[config.mk]
export PLATFORM = sky130hd
export DESIGN_NAME = updown_step_sched
export DESIGN_NICKNAME = d
export VERILOG_FILES = /design/src/rtl/updown_sched_pkg.sv /design/src/rtl/updown_step_counter.sv /design/src/rtl/updown_step_sched.sv
export SDC_FILE = /design/constraint.sdc
export NUM_CORES = 1
export LEC_CHECK = 0
export CORE_UTILIZATION = 40
export DETAILED_ROUTE_END_ITERATION = 7
export GPL_ROUTABILITY_DRIVEN = 1
export GPL_TIMING_DRIVEN = 0
export PLACE_DENSITY = 0.79
export SYNTH_ARGS = -nofsm -noshare
export SYNTH_HDL_FRONTEND = slang
export SYNTH_SLANG_ARGS = --single-unit
[constraint.sdc]
create_clock -name clk -period 4.35 [get_ports clk]
set_clock_uncertainty 0.05 [all_clocks]
set_input_delay 0.87 -clock clk [delete_from_list [all_inputs] [get_ports clk]]
set_output_delay 0.87 -clock clk [all_outputs]
set_load 0.02 [all_outputs]
[src/rtl/updown_sched_pkg.sv]
// Shared types and constants for the up/down step sequencer.
package updown_sched_pkg;

  localparam int N_REQ     = 2;
  localparam int DEF_WIDTH = 2;
  localparam int DEF_LEN_W = 3;

  typedef enum logic [1:0] {
    IDLE = 2'd0,
    RUN  = 2'd1,
    DONE = 2'd2
  } state_t;

endpackage

[src/rtl/updown_step_counter.sv]
// Step counter register with wrap detection.
// Optional feature: define UPDOWN_SATURATE_EN to clamp at 0 / 2^WIDTH-1
// instead of wrapping; wrap then pulses for every suppressed step.
module updown_step_counter #(
  parameter int WIDTH = 2
) (
  input  logic             clk,
  input  logic             reset,
  input  logic             en,
  input  logic             dir,
  output logic [WIDTH-1:0] q,
  output logic             wrap
);

  logic [WIDTH-1:0] q_step;
  logic [WIDTH-1:0] q_nxt;
  logic             crosses;

  // Next counter value and whether this step crosses the range boundary.
  always_comb begin
    crosses = dir ? (q == {WIDTH{1'b1}}) : (q == '0);
    q_step  = dir ? (q + WIDTH'(1)) : (q - WIDTH'(1));
`ifdef UPDOWN_SATURATE_EN
    q_nxt   = crosses ? q : q_step;
`else
    q_nxt   = q_step;
`endif
  end

  // Counter register; wrap is registered so it lines up with the new q.
  always_ff @(posedge clk or negedge reset) begin
    if (!reset) begin
      q    <= '0;
      wrap <= 1'b0;
    end else begin
      if (en) q <= q_nxt;
      wrap <= en && crosses;
    end
  end

endmodule

[src/rtl/updown_step_sched.sv]
// Round-robin two-way arbiter and burst sequencer for the up/down step
// counter. Optional feature macro: UPDOWN_SATURATE_EN (see counter).
//
// Handshake: a requester raises req[i] with dir/len stable and holds it
// until grant[i] pulses (grant acts as the acceptance strobe); it must drop
// req in the following cycle. req/dir/len are only looked at in IDLE.
module updown_step_sched
  import updown_sched_pkg::*;
#(
  parameter int WIDTH = DEF_WIDTH,
  parameter int LEN_W = DEF_LEN_W
) (
  input  logic             clk,
  input  logic             reset,
  input  logic [N_REQ-1:0] req,
  input  logic             dir0,
  input  logic             dir1,
  input  logic [LEN_W-1:0] len0,
  input  logic [LEN_W-1:0] len1,
  output logic [N_REQ-1:0] grant,
  output logic             busy,
  output logic             done,
  output logic             done_id,
  output logic [WIDTH-1:0] q,
  output logic             wrap,
  output state_t           dbg_state
);

  state_t           state, state_nxt;
  logic [N_REQ-1:0] grant_nxt;
  logic [LEN_W-1:0] rem;
  logic [LEN_W-1:0] win_len;
  logic             win_id, win_dir;
  logic             load, step_en;
  logic             id_q, dir_q, last_id;

  // Arbiter: single requester wins outright; on a tie the one not served last wins.
  always_comb begin
    win_id  = (&req) ? ~last_id : req[1];
    win_len = win_id ? len1 : len0;
    win_dir = win_id ? dir1 : dir0;
  end

  // Next-state and control decode.
  always_comb begin
    state_nxt = state;
    grant_nxt = '0;
    load      = 1'b0;
    step_en   = 1'b0;
    case (state)
      IDLE: begin
        if (|req) begin
          load      = 1'b1;
          grant_nxt = N_REQ'(1) << win_id;
          state_nxt = (win_len != '0) ? RUN : DONE;
        end
      end
      RUN: begin
        step_en = 1'b1;
        if (rem == LEN_W'(1)) state_nxt = DONE;
      end
      DONE:    state_nxt = IDLE;
      default: state_nxt = IDLE;
    endcase
  end

  // State, grant pulse and latched burst parameters.
  always_ff @(posedge clk or negedge reset) begin
    if (!reset) begin
      state   <= IDLE;
      grant   <= '0;
      rem     <= '0;
      id_q    <= 1'b0;
      dir_q   <= 1'b0;
      last_id <= 1'b1;
    end else begin
      state <= state_nxt;
      grant <= grant_nxt;
      if (load) begin
        rem   <= win_len;
        id_q  <= win_id;
        dir_q <= win_dir;
      end else if (step_en) begin
        rem <= rem - LEN_W'(1);
      end
      if (state == DONE) last_id <= id_q;
    end
  end

  // Moore-decoded status outputs.
  always_comb begin
    busy      = (state == RUN) || (state == DONE);
    done      = (state == DONE);
    done_id   = (state == DONE) ? id_q : 1'b0;
    dbg_state = state;
  end

  updown_step_counter #(.WIDTH(WIDTH)) u_counter (
    .clk   (clk),
    .reset (reset),
    .en    (step_en),
    .dir   (dir_q),
    .q     (q),
    .wrap  (wrap)
  );

endmodule

==> flow_summary.yaml <==
status:
  outcome: "finished, violations left"
  violations: "DRC"
sta:
  slew_viol_final: 0
  relSlewSlack: 0.607
  tns_ns: 0
  final-hold-violation-count: 0
  worstMarginPinSlew_ns: 0.587
  whs_ns: 0.464
  timing.final.crit_share: 0.609
  timing.final.crit_period_ns: 2.65
  rsz0062_at_grt: "false"
  fin_ws_ns: 1.70
  max_freq_ghz: 0.377
  finalSetupViolCount: 0
clocking:
  htreeDepth: 1
  clockRootBuffer: "clkbuf_4"
  path_clk_slew_ns: 0.08
  ctsHoldBuffers: 0
  ctsResizeCount: 0
  cts_tree: "built"
  cts-buffers-inserted: 3
  clock_latency_ns: 0.28
  postCtsSetupBuffers: 0
  cts.sinks: 13
  cts_buffer_depth: 2
finish:
  layout_commonest_cell: "clkdlybuf4s50_1"
  stdcell_count: 107
  finalNetCount: 109
  final_cell_mix: "clkdlybuf4s50_1 (21), dfrtp_1 (12), nand2_1 (6)"
  regArea_sq_um: 327
  diodes: 0
  multi_input_area_sq_um: 349
  fillers: 132
  drive_gt1_frac: 0.0879
  areaGrowthSynthToFinish_pct: 36.7
power:
  p_leak_nw: 0.428
  clock_power_share: 0.117
  p_switching_uw: 260
  swShare: 0.402
  power.internal_uw: 386
  powerDensity_nw_per_um2: 674
  pwr-share-comb: 0.532
  finalPower_uw: 647
  p_seq_frac: 0.350
  peakVddDrop_uv: 350
drt:
  ant_nets: 0
  wl_per_cell_um: 11.8
  via_per_inst: 5.24
  drt-total-wl_mm: 1.26
  drt_iter0_drc: 11
  dr_total_vias: 561
  dr.pass1.iters: 8
  drc: 2
critical_path:
  required_ns: 3.43
  worstSetupPathType: "reg2out"
  cp_data_arrival_time_ns: 1.73
  crit_path_max_fanout: 5
  worstSetupStartpointType: "register"
  crit_path_end_kind: "primary output"
logic_synthesis:
  synth_area_sq_um: 702
  ys_seq_area_frac: 0.465
  syn_area_per_cell_sq_um: 10.6
  syn-num-nets: 83
  ys_types: 27
  yosysWarnings: 0
  syn-instance-count: 66
  ys_seq_elements: 13
die:
  row_count: 14
  die_area_sq_um: 1930
  initial_utilization: 0.445
  die_x_um: 43.9
  coreArea_sq_um: 1580
  ioPinCount: 22
  die_y_um: 43.9
grt:
  grt_pass1_vias: 512
  grt_max_degree: 14
  grt_antenna_before_repair: 0
  grt_overflow: 0
  track_usage: 0.150
  grt_pass1_wl_mm: 2.08
placement:
  gp_congestion: 0.718
  preCtsSetupSlack_ns: 1.81
  placed_cells: 103
  place_hpwl_um: 960
  portBuffers: 21
min_path:
  hold_path_class: "reg2reg"
run:
  cap_violations: 0
kinds of logic after synthesis:
family,Yosys count,synth area share
simple gates,16,0.107
compound gates,15,0.159
flops,13,0.465
buf+inv,7,0.0374
xor+xnor,5,0.0624
mux,5,0.0802
fa+ha+maj,5,0.0891
worst max-delay path, cell delays in order, from the launching register on:
cell,delay (ns)
dfrtp_1,0.43
inv_1,0.10
ha_1,0.20
and2_1,0.14
clkdlybuf4s50_1,0.59
per-stage QoR:
step	utilization	area, sq um
after floorplan	-	702
after global placement	0.591	932
after detailed placement	0.591	932
after CTS	0.609	960
after global routing	0.609	960
final	0.609	960
Yosys cell counts:
cell type  number  area, sq um
xor2_1          2         17.5
a211oi_1        1         7.51
mux2i_1         3         30.0
a21oi_1         2         10.0
xnor2_1         3         26.3
mux2_4          1         15.0
and2_1          2         12.5
mux2_2          1         11.3
inv_1           5         18.8
o211ai_1        1         7.51
clkbuf_1        2         7.51
a21o_1          1         7.51
a21boi_0        2         15.0
o21ai_0         4         20.0
o22a_1          1         8.76
nand2_1         6         22.5
ha_1            5         62.6
dfrtp_1        12          300
nand3_1         2         10.0
or3_1           1         6.26
nor3_1          2         10.0
a21boi_4        1         18.8
nor2_1          2         7.51
nor2b_1         1         6.26
o311ai_1        1         8.76
o21a_1          1         7.51
dfstp_2         1         26.3
layout make-up:
class,count,area share
sequential,13,0.340
multi-input combinational,46,0.364
clock buffer,3,0.0235
inverter,5,0.0196
timing repair buffer,21,0.219
tap,16,0.0209
buffer,2,0.00782
clock inverter,1,0.00522
registers in the layout (all words and copies together), names as in the netlist:
signal / count
u_counter.wrap: 1
dir_q: 1
u_counter.q: 2
rem: 3
id_q: 1
grant: 2
dbg_state: 2
last_id: 1
worst paths after layout:
path	startpoint	endpoint	slack [ns]	depth (start not counted)
setup reg to reg	dbg_state[1]	dbg_state[1]	2.54	6
setup / recovery	dbg_state[0]	done_id	1.70	4
max in group asynchronous	reset	u_counter.q[0]	2.96	1
hold reg to reg	id_q	id_q	0.46	1
hold / removal	id_q	id_q	0.46	1
min in group asynchronous	reset	dbg_state[1]	0.91	1
power by group through the flow:
stage | clock network, mW | logic (mW) | registers [mW]
3_5_place_dp | 0 | 0.347 | 0.229
5_1_grt | 0.0839 | 0.382 | 0.236
3_3_place_gp | 0 | 0.341 | 0.225
2_1_floorplan | 0 | 0.193 | 0.255
4_1_cts | 0.0793 | 0.349 | 0.227
6_report | 0.0760 | 0.344 | 0.227
metal layers:
layer,up-vias,wire (um),track usage
met5,-,0,0
met4,0,19,0.0727
met3,2,50,0.0250
met2,13,609,0.230
met1,270,582,0.205
li1,276,-,-
Power figures use the tool's default switching activity.
